## src/rtl/pe_instr_trace_buffer.sv

```systemverilog
// Instruction-trace capture unit: decodes fetched instructions into opcode keys and records
// {key, seq} in a circular buffer around a masked-match trigger, drained via a read port.
module pe_instr_trace_buffer #(
  parameter int unsigned INSTR_W = 128,
  parameter int unsigned DEPTH   = 16,
  parameter int unsigned SEQ_W   = 16,
  localparam int unsigned PW     = $clog2(DEPTH),
  localparam int unsigned CW     = PW + 1
) (
  input  logic               clk,
  input  logic               rstn,
  input  logic               instr_valid,
  input  logic [INSTR_W-1:0] instr,
  input  logic               arm,
  input  logic [13:0]        trig_key,
  input  logic [13:0]        trig_mask,
  input  logic [CW-1:0]      post_cnt,
  output logic [1:0]         state_o,
  output logic [CW-1:0]      count,
  output logic               overflow,
  output logic [15:0]        unknown_cnt,
  input  logic               rd_en,
  output logic               rd_valid,
  output logic [13:0]        rd_key,
  output logic [SEQ_W-1:0]   rd_seq,
  output logic               rd_unknown
);

  localparam int unsigned EW = 1 + 14 + SEQ_W;

  typedef enum logic [1:0] {
    StIdle    = 2'd0,
    StArmed   = 2'd1,
    StCapture = 2'd2,
    StDone    = 2'd3
  } state_e;

  state_e            state_q, state_d;
  logic [CW-1:0]     count_q;
  logic [CW-1:0]     remaining_q;
  logic [PW-1:0]     wr_ptr_q, rd_ptr_q;
  logic [SEQ_W-1:0]  seq_q;
  logic              overflow_q;
  logic [15:0]       unknown_cnt_q;
  logic              rd_valid_q;
  logic [13:0]       rd_key_q;
  logic [SEQ_W-1:0]  rd_seq_q;
  logic              rd_unknown_q;
  logic [EW-1:0]     mem_q [DEPTH];

  logic [13:0] key;
  logic [15:0] funct_mask;
  logic        key_known;
  logic        match;
  logic        full;
  logic        wr_en, pop, drop, overwrite;
  logic [EW-1:0] rd_entry;

  // Only the opcode fields are decoded; the rest of the word is ignored.
  logic unused_instr;
  assign unused_instr = ^instr;

  assign key = {instr[8:0], instr[61:57]};

  // Per-op9 bitmap of supported funct5 values (all supported funct5 are < 16).
  always_comb begin
    funct_mask = '0;
    case (key[13:5])
      9'd0:       funct_mask = 16'h0003;
      9'd1:       funct_mask = 16'h07FF;
      9'd2, 9'd4: funct_mask = 16'h000F;
      9'd8:       funct_mask = 16'h07C7;
      default:    funct_mask = '0;
    endcase
    key_known = ~key[4] & funct_mask[key[3:0]];
  end

  assign match = instr_valid && (((key ^ trig_key) & trig_mask) == 14'd0);
  assign full  = (count_q == CW'(DEPTH));

  // State register
  always_ff @(posedge clk or negedge rstn) begin
    if (!rstn) begin
      state_q <= StIdle;
    end else begin
      state_q <= state_d;
    end
  end

  // Next-state logic
  always_comb begin
    state_d = state_q;
    if (arm) begin
      state_d = StArmed;
    end else begin
      case (state_q)
        StArmed: begin
          if (match) state_d = (post_cnt == '0) ? StDone : StCapture;
        end
        StCapture: begin
          if (instr_valid && (full || remaining_q == CW'(1))) state_d = StDone;
        end
        default: ;
      endcase
    end
  end

  // Output / control decode
  always_comb begin
    wr_en   = 1'b0;
    pop     = 1'b0;
    drop    = 1'b0;
    state_o = state_q;
    if (!arm) begin
      case (state_q)
        StIdle, StDone: pop = rd_en && (count_q != '0);
        StArmed:        wr_en = instr_valid;
        StCapture: begin
          wr_en = instr_valid && !full;
          drop  = instr_valid && full;
        end
        default: ;
      endcase
    end
  end

  // Writing into a full buffer only happens while ARMED: the oldest entry is discarded.
  assign overwrite = wr_en && full;
  assign rd_entry  = mem_q[rd_ptr_q];

  always_ff @(posedge clk or negedge rstn) begin
    if (!rstn) begin
      count_q       <= '0;
      remaining_q   <= '0;
      wr_ptr_q      <= '0;
      rd_ptr_q      <= '0;
      seq_q         <= '0;
      overflow_q    <= 1'b0;
      unknown_cnt_q <= '0;
      rd_valid_q    <= 1'b0;
      rd_key_q      <= '0;
      rd_seq_q      <= '0;
      rd_unknown_q  <= 1'b0;
    end else begin
      if (instr_valid) seq_q <= seq_q + SEQ_W'(1);
      if (arm) begin
        count_q       <= '0;
        wr_ptr_q      <= '0;
        rd_ptr_q      <= '0;
        overflow_q    <= 1'b0;
        unknown_cnt_q <= '0;
        rd_valid_q    <= 1'b0;
      end else begin
        if (wr_en) wr_ptr_q <= wr_ptr_q + PW'(1);
        if (pop || overwrite) rd_ptr_q <= rd_ptr_q + PW'(1);
        if (wr_en && !full) begin
          count_q <= count_q + CW'(1);
        end else if (pop) begin
          count_q <= count_q - CW'(1);
        end
        if (drop) overflow_q <= 1'b1;
        if (state_q == StArmed && match) begin
          remaining_q <= post_cnt;
        end else if (state_q == StCapture && wr_en) begin
          remaining_q <= remaining_q - CW'(1);
        end
        if (instr_valid && !key_known && unknown_cnt_q != 16'hFFFF) begin
          unknown_cnt_q <= unknown_cnt_q + 16'd1;
        end
        rd_valid_q <= pop;
        if (pop) begin
          rd_unknown_q <= rd_entry[EW-1];
          rd_key_q     <= rd_entry[EW-2 -: 14];
          rd_seq_q     <= rd_entry[SEQ_W-1:0];
        end
      end
    end
  end

  // Trace RAM, intentionally not reset.
  always_ff @(posedge clk) begin
    if (wr_en) mem_q[wr_ptr_q] <= {~key_known, key, seq_q};
  end

  assign count       = count_q;
  assign overflow    = overflow_q;
  assign unknown_cnt = unknown_cnt_q;
  assign rd_valid    = rd_valid_q;
  assign rd_key      = rd_key_q;
  assign rd_seq      = rd_seq_q;
  assign rd_unknown  = rd_unknown_q;

endmodule

```

## config.mk

```make
export PLATFORM = sky130hd
export DESIGN_NAME = pe_instr_trace_buffer
export DESIGN_NICKNAME = d
export VERILOG_FILES = /design/src/rtl/pe_instr_trace_buffer.sv
export SDC_FILE = /design/constraint.sdc
export NUM_CORES = 1
export LEC_CHECK = 0
export CORE_MARGIN = 3
export CORE_UTILIZATION = 25
export CTS_BUF_LIST = sky130_fd_sc_hd__clkbuf_16
export CTS_CLUSTER_DIAMETER = 120
export DETAILED_ROUTE_END_ITERATION = 6
export GPL_TIMING_DRIVEN = 0
export PLACE_DENSITY = 0.45
export SLEW_MARGIN = 5
export SYNTH_ARGS = -nofsm -noshare
export SYNTH_HDL_FRONTEND = slang
export SYNTH_SLANG_ARGS = --single-unit
```

## constraint.sdc

```tcl
create_clock -name clk -period 3.9 [get_ports clk]
set_input_delay 1.17 -clock clk [delete_from_list [all_inputs] [get_ports clk]]
set_output_delay 1.17 -clock clk [all_outputs]
set_load 0.05 [all_outputs]
```

---- Word-level counts from Yosys, hierarchy flattened ----
Memory sizes are Yosys's and may differ from the RTL's. A register that Yosys moved wholly into a read port is not among the register bits.
Cells that the tools add are included.
cells by class
  eq/ne operators ......................... 12
  bitwise gates (word level) .............. 6
  order comparisons ....................... 1
  $add $sub $neg .......................... 7
  reduce and logical (&&, ||, !) cells .... 33
  mux-type cells .......................... 30
operators by type and width
  cell                                               number
  case mux 11 bit (4 select lines)                   1
  adder 16 x 1 -> 16 bit (second input constant)     2
  two-way mux 16 bit                                 2
  two-way mux 5 bit                                  5
  two-way mux 4 bit                                  4
  != test 16 bit (second input constant)             1
  bitwise AND 14 bit                                 1
  zero test 14 bit                                   1
  XOR 14 bit                                         1
  two-way mux 1 bit                                  12
  logical AND 1 bit                                  11
  nonzero test 2 bit                                 5
  subtractor 5 x 1 -> 5 bit (second input constant)  2
  == test 9 x 1 -> 1 bit (second input constant)     1
  == test 9 x 2 -> 1 bit (second input constant)     1
  == test 9 x 3 -> 1 bit (second input constant)     1
  == test 9 x 4 -> 1 bit (second input constant)     1
  zero test 9 bit                                    1
  adder 4 x 1 -> 4 bit (second input constant)       2
  two-way mux 2 bit                                  3
  != test 3 bit (second input constant)              2
  nonzero test 3 bit                                 2
  adder 5 x 1 -> 5 bit (second input constant)       1
  == test 5 x 1 -> 1 bit (second input constant)     1
  other kinds (17)                                   25
storage, ports and cells
  memories ................................ 1
  bits of input ports ..................... 166
  RAM bits ................................ 496
  output and inout port bits .............. 56
  flip-flop bits (word level) ............. 54
memories
  memory  depth  bits a word  rd ports  clocked after memory_dff  wr ports  line  source
  mem_q   16     31           1         1                         1         49    logic [EW-1:0] mem_q [DEPTH];

---- Depth between registers and ports, before layout ----
Gate-level depths: netlist of the first run.
  word-level depth ........................ 11
  depth in mapped cells ................... 12
  mapped depth without buffers ............ 12

---- Worst setup path after synthesis of the first run ----
No wires, ideal clock.
  path type ............................... input to register
  start point ............................. input instr_valid
  end point ............................... memory mem_q[3][0] (netlist bit) (enable)
  path slack .............................. -0.703 ns
  setup time .............................. 0.458 ns
  required time ........................... 3.442 ns
  stages .................................. 5
  buffers on the path ..................... 0
  arrival time ............................ 4.145 ns
  cell sequence ........................... nand2b_1 a21oi_1 nand2_1 or2_2 nor3_1
between the ends
  cells in the longest elaborated chain, start to end .. 5
ends and longest elaborated chain
  element                                      line  source
  start: declaration                           12    input logic instr_valid,
  logical AND 1 bit                            119   wr_en = instr_valid && !full;
  case mux 1 bit (2 select lines) (*)          115   case (state_q)
  two-way mux 1 bit (*)                        114   if (!arm) begin
  two-way mux 1 bit (*)                        182   if (wr_en) mem_q[wr_ptr_q] <= {~key_known, key, seq_q};
  two-way mux 1 bit (not written as such) (*)  182
  end: declaration                             49
Mark *: on every way between the ends. The rest lies on a longest branch, timed or not.

---- Final worst setup path of the first run ----
  start point ............................. input arm
  end point ............................... memory mem_q[0][2] (netlist bit) (enable)
between the ends
  cells in the longest elaborated chain, start to end .. 3
ends and longest elaborated chain
  element                                  line  source
  start: declaration                       14    input logic arm,
  two-way mux 1 bit                        114
  two-way mux 1 bit                        182
  two-way mux 1 bit (not written as such)  182
Every way passes these cells.

==> flow_metrics.env, run 1 <==
export IMPL_status="complete, no violations"
export IMPL_r2r_end="count[4]"
export IMPL_ys_ff_latch=581
export IMPL_cts_max_path_buffers=3
export IMPL_synth_top_area_share_pct=64.0
export IMPL_ant_nets=0
export IMPL_hold_violations=0
export IMPL_worst_setup_path_start_kind="input pin"
export IMPL_syn_area_mm2=0.0233
export IMPL_wl_per_cell_um=23.2
export IMPL_wl_um=65200
export IMPL_setup_viol=0
export IMPL_synth_area_leaders="edfxtp_1 64%, dfrtp_1 9.1%, mux4_2 9.0%"
export IMPL_overflow=0
export IMPL_cp_max_fo=10
export IMPL_crit_required_ns=4.18
export IMPL_fin_worst_skew_ns=0.0245
export IMPL_slew_limit_headroom_pct=12.1
export IMPL_hold_class="flip-flop to flip-flop"
export IMPL_fin_crit_ns=3.77
export IMPL_clk_latency_ns=0.58
export IMPL_area_growth_syn_to_layout_pct=22.7
export IMPL_die_area_mm2=0.0967
export IMPL_worstMarginPinSlew_ns=1.32
export IMPL_peakVddDrop_mv=0.216
export IMPL_grt_pass1_vias=13500
export IMPL_synth_avg_cell_area_um2=17.8
export IMPL_synth_cell_type_count=64
export IMPL_synthFlopType="edfxtp_1"
export IMPL_nets=1690
export IMPL_dp_hpwl_um=43600
export IMPL_drt_vias_per_instance=4.57
export IMPL_crit_reg2reg_launch="state_o[0]"
export IMPL_die_y_um=311
export IMPL_cts_max_level=3
export IMPL_endpoint_kind="flip-flop"
export IMPL_final_util_pct=31.0
export IMPL_postCtsSetupBuffers=0
export IMPL_crit_type="input pin to flip-flop"
export IMPL_cts_buffers=67
export IMPL_antenna_found_initial=1
export IMPL_yosys_warnings=0
export IMPL_coreArea_mm2=0.0919
export IMPL_synth_fp_nets=1486
export IMPL_ios=222
export IMPL_cts_root_buffer="clkbuf_16"
export IMPL_synth_commonest_cells="496 x edfxtp_1, 93 x mux4_2, 89 x nand2_1, 85 x dfrtp_1, 73 x o21ai_0"
export IMPL_rsz0062_at_grt="no"
export IMPL_cts_tree="done"
export IMPL_drtPass1Iterations=5
export IMPL_synthCells=1304
export IMPL_synth_edff_count=496
export IMPL_synth_most_common_cell="edfxtp_1"
export IMPL_async_reset_ff_share_pct=14.6
export IMPL_max_freq_mhz=265
export IMPL_finalCritPeriodShare_pct=96.6
export IMPL_fp_dieW_um=311
export IMPL_rows=111
export IMPL_cts_sinks=581
export IMPL_synth_seq_area_share_pct=73.2
export IMPL_maxCapViolCount=0
export IMPL_yosysTopAreaCell="edfxtp_1"
export IMPL_drive_gt1_share_pct=18.5
export IMPL_grt_pass1_wl_um=95500
export IMPL_finalPower_uw=16000
export IMPL_route_detailed_drc=0
export IMPL_track_usage_pct=13.5
export IMPL_p_leak_uw=0.00924
export IMPL_rrSetupSlack_ns=0.58
export IMPL_routabilityCongestion=0.739
export IMPL_first_iter_violations=783
export IMPL_cts_clk_slew_worst_paths_ns=0.06
export IMPL_start_util_pct=25.3
export IMPL_portBuffers=107
export IMPL_drv_slew=0
export IMPL_crit_path_end="mem_q[0][2]"
export IMPL_vias=12800
export IMPL_grt_max_degree=54
export IMPL_critical_path_arrival_ns=4.04
export IMPL_worstRegToRegCells=12
export IMPL_p_per_area_mw_per_mm2=562
export IMPL_startpoint="arm"
## logic make-up (layout without fill, tap and decap cells)
group,count (synthesis),in the layout,synth area share (%)
adders and majority gates,16,16,0.893
muxes,169,169,12.3
buffers and inverters,88,343,1.77
and+or+nand+nor,217,217,4.50
other,0,1,0
AOI/OAI and AO/OA,194,194,5.81
xor gates and xnor gates,39,39,1.50
DFF,581,581,73.2
## cell type report
cell class                 count  area (µm²)
fill                        9064       63400
antenna                        1        2.50
inverter                      19        71.3
timing repair buffer         135        1560
tap                         1243        1560
buffer                        69         340
clock inverter                52         344
multi-input combinational    635        5950
clock buffer                  68        1700
sequential                   581       17000
## sequential cells by signal, summed over array words and instances, names as in the netlist
register and cells:
mem_q 496, rd_seq 16, seq_q 16, unknown_cnt 16
rd_key 14, count 5, remaining_q 5, rd_ptr_q 4
wr_ptr_q 4, state_o 2, overflow 1, rd_unknown 1
rd_valid 1
## per-layer routing
| layer | global-route usage, % | routed length, µm | part of all wire, % |
|---|---|---|---|
| met3 | 2.44 | 3090 | 4.7 |
| met5 | 0 | 13 | 0.020 |
| met2 | 22.4 | 31500 | 48 |
| met1 | 18.2 | 29400 | 45 |
| met4 | 3.38 | 1160 | 1.8 |
## per-stage QoR
stage               setup WS, ns  TNS [ns]  cell area [µm²]  cells  hold WS (ns)
floorplan                 -0.464    -28.74            23300   1304         0.506
global placement           -4.73  -1609.27            25900   2654         0.472
detailed placement        -0.553    -84.55            26500   2682         0.470
CTS                       0.0729         0            28500   2802         0.482
global route             0.00679         0            28500   2802         0.503
finish                     0.132         0            28500   2803         0.479
## worst min path at each step
stage | slack (ns) | to | depth (start not counted) | startpoint
finish | 0.48 | rd_unknown | 2 | rd_unknown
global route | 0.50 | rd_key[2] | 2 | rd_key[2]
CTS | 0.48 | rd_seq[13] | 2 | rd_seq[13]
detailed placement | 0.47 | rd_seq[13] | 2 | rd_seq[13]
global placement | 0.47 | rd_seq[4] | 2 | rd_seq[4]
floorplan | 0.51 | remaining_q[3] | 1 | remaining_q[3]
## power breakdown
group | internal, µW | total (µW) | switching (µW)
clock network | 3430 | 5880 | 2450
logic | 982 | 2580 | 1590
registers | 7210 | 7580 | 368
total | 11600 | 16000 | 4410
## worst max-delay path, stage by stage
cell	delay (ns)
clkdlybuf4s50_1	0.52
clkbuf_1	0.35
nor3_1	0.42
nand2_1	0.31
nor3_2	0.80
buf_6	0.24
buf_4	0.21
## timing repair
| action | 4_1_cts | 5_1_grt |
|---|---|---|
| setup endpoints to repair | 0 | 1 |
| hold buffers | 0 | 0 |
| resized for setup | 0 | 2 |
## cell usage in the layout (no fill, tap or decap), drive strengths merged, types with 15 or more instances in the layout
cell type	n
o221ai	62
clkdlybuf4s50	104
nand2	90
edfxtp	496
ha	15
nand3	17
nor2	45
a21oi	17
o21ai	74
buf	62
mux4	93
clkbuf	104
xor2	24
xnor2	15
mux2i	63
dfrtp	85
clkinv	33
inv	34
(Power assumes the default switching activity.)
==> run 2: changes to the inputs <==
--- a/config.mk
+++ b/config.mk
@@ -10,7 +10,7 @@
 export CTS_BUF_LIST = sky130_fd_sc_hd__clkbuf_16
 export CTS_CLUSTER_DIAMETER = 120
 export DETAILED_ROUTE_END_ITERATION = 6
-export GPL_TIMING_DRIVEN = 0
+export GPL_TIMING_DRIVEN = 1
 export PLACE_DENSITY = 0.45
 export SLEW_MARGIN = 5
 export SYNTH_ARGS = -nofsm -noshare
==> flow_metrics.env, run 2 (synthesis gave the netlist of run 1 again) <==
export IMPL_path_cells="clkdlybuf4s50_1"
export IMPL_grtUsageMet1_pct=16.9
export IMPL_grtUsageMet3_pct=2.46
export IMPL_setup_viol=0
export IMPL_portBuffers=107
export IMPL_crit_type="flip-flop to output pin"
export IMPL_regArea_mm2=0.0170
export IMPL_first_iter_violations=749
export IMPL_status="complete, no violations"
export IMPL_nets=1670
export IMPL_endpoint_kind="output pin"
export IMPL_die_y_um=311
export IMPL_rsz0062_at_grt="no"
export IMPL_worstMarginPinSlew_ns=0.932
export IMPL_switchingPower_uw=4360
export IMPL_wl_per_cell_um=22.0
export IMPL_vias=12500
export IMPL_track_usage_pct=12.6
export IMPL_regMostFlops="mem_q"
export IMPL_finalCritPeriodShare_pct=81.5
export IMPL_fin_worst_skew_ns=0.0227
export IMPL_min_from="rd_seq[3]"
export IMPL_wl_um=61300
export IMPL_crit_required_ns=2.73
export IMPL_switching_share_pct=27.2
export IMPL_fillers=9070
export IMPL_maxCapViolCount=0
export IMPL_rows=111
export IMPL_peakVddDrop_mv=0.364
export IMPL_cp_max_fo=8
export IMPL_drv_slew=0
export IMPL_die_area_mm2=0.0967
export IMPL_grt_max_degree=58
export IMPL_drtPass1Iterations=5
export IMPL_stdcell_area_mm2=0.0286
export IMPL_postCtsSetupBuffers=0
export IMPL_hold_slack_ns=0.477
export IMPL_slowest_delay_ns=0.87
export IMPL_hold_violations=0
export IMPL_slowest_stage="clkdlybuf4s50_1"
export IMPL_combPwrFrac_pct=15.7
export IMPL_p_per_area_mw_per_mm2=560
export IMPL_drive_gt1_share_pct=20.7
export IMPL_ios=222
export IMPL_overflow=0
export IMPL_cts_tree="done"
export IMPL_mostFrequentLayoutCell="edfxtp_1"
export IMPL_worst_setup_path_start_kind="flip-flop"
export IMPL_routabilityCongestion=0.728
export IMPL_clk_latency_ns=0.63
export IMPL_p_int_uw=11600
export IMPL_clkPwrFrac_pct=36.8
export IMPL_grt_pass1_wl_um=91400
export IMPL_setup_tns_ns=0
export IMPL_max_freq_mhz=315
export IMPL_cts_resized=0
export IMPL_antenna_found_initial=2
export IMPL_fin_crit_ns=3.18
export IMPL_dp_hpwl_um=35300
export IMPL_p_seq_share_pct=47.6
export IMPL_p_leak_uw=0.00925
export IMPL_cts_clk_slew_worst_paths_ns=0.06
export IMPL_area_growth_syn_to_layout_pct=22.9
export IMPL_critical_path_arrival_ns=2.01
export IMPL_coreArea_mm2=0.0919
export IMPL_crit_reg2reg_launch="state_o[0]"
export IMPL_startpoint="count[0]"
export IMPL_hold_class="flip-flop to flip-flop"
export IMPL_start_util_pct=25.3
export IMPL_crit_buf_inv=1
export IMPL_grt_pass1_vias=13600
export IMPL_fp_dieW_um=311
export IMPL_cts_max_path_buffers=3
export IMPL_multi_input_area_mm2=0.00596
export IMPL_layout_common_cells="496 x edfxtp_1, 105 x clkdlybuf4s50_1, 93 x mux4_2, 89 x nand2_1, 82 x dfrtp_1"
export IMPL_finalPower_uw=16000
export IMPL_antenna_cells=0
export IMPL_largest_register_ffs=496
export IMPL_drt_vias_per_instance=4.49
export IMPL_cts_sinks=581
export IMPL_slew_limit_headroom_pct=37.8
export IMPL_busiest_layer="met2"
export IMPL_crit_family="buffers and inverters"
export IMPL_dpl_cell_area_mm2=0.0266
export IMPL_cts_buffers=61
export IMPL_cts_max_level=2
export IMPL_hold_buffers=0
export IMPL_ant_nets=0
export IMPL_met2_usage_pct=20.9
export IMPL_cts_root_buffer="clkbuf_16"
export IMPL_route_detailed_drc=0
## run 2: cell types whose count changed in the layout (fill, tap and decap cells not counted), moves of 7 or more
cell and change:
clkinv_2 -11, buf_12 +11, buf_2 -13, buf_6 -9, buf_1 -7, buf_4 +51, clkbuf_1 -36
## run 2: final timing paths
check | endpoint | slack [ns] | depth (start not counted)
max | count[0] | 0.72 | 1
min reg2reg | rd_seq[3] | 0.48 | 2
max in group asynchronous | rd_seq[2] | 2.56 | 2
min | rd_seq[3] | 0.48 | 2
min in group asynchronous | unknown_cnt[9] | 0.59 | 1
max reg2reg | mem_q[0][10] | 1.03 | 8
## run 2: layer usage
| metal | routed length [µm] | up-vias |
|---|---|---|
| li1 | - | 5602 |
| met1 | 27700 | 6552 |
| met2 | 29600 | 263 |
| met3 | 2720 | 75 |
| met4 | 1280 | 0 |
| met5 | 0 | - |
## run 2: stage by stage
step	cells	setup slack, ns	utilization (%)
finish	2783	0.723	31.1
global route	2783	0.474	31.1
CTS	2783	0.668	31.1
detailed placement	2668	0.0952	28.9
global placement	2668	0.141	28.9
floorplan	1304	-0.464	-
## run 2: worst min-delay path, cell delays in order, from the launching register on
cell     delay [ns]
dfrtp_1        0.34
nand2_1        0.04
o21ai_0        0.06
## run 2: cell type report
cell class                 instances  area share [%]
sequential                       581            59.6
clock buffer                      62            5.43
multi-input combinational        635            20.8
timing repair buffer             190            6.77
clock inverter                    53            1.69
inverter                          19           0.249
tap                             1243            5.44
## run 2: power by group through the flow
stage	Combinational, µW	Sequential, µW	Clock [µW]
finish	2510	7610	5890
global route	2710	7690	6290
floorplan	1100	8160	0
detailed placement	2560	7750	0
CTS	2570	7630	6050
global placement	2560	7720	0
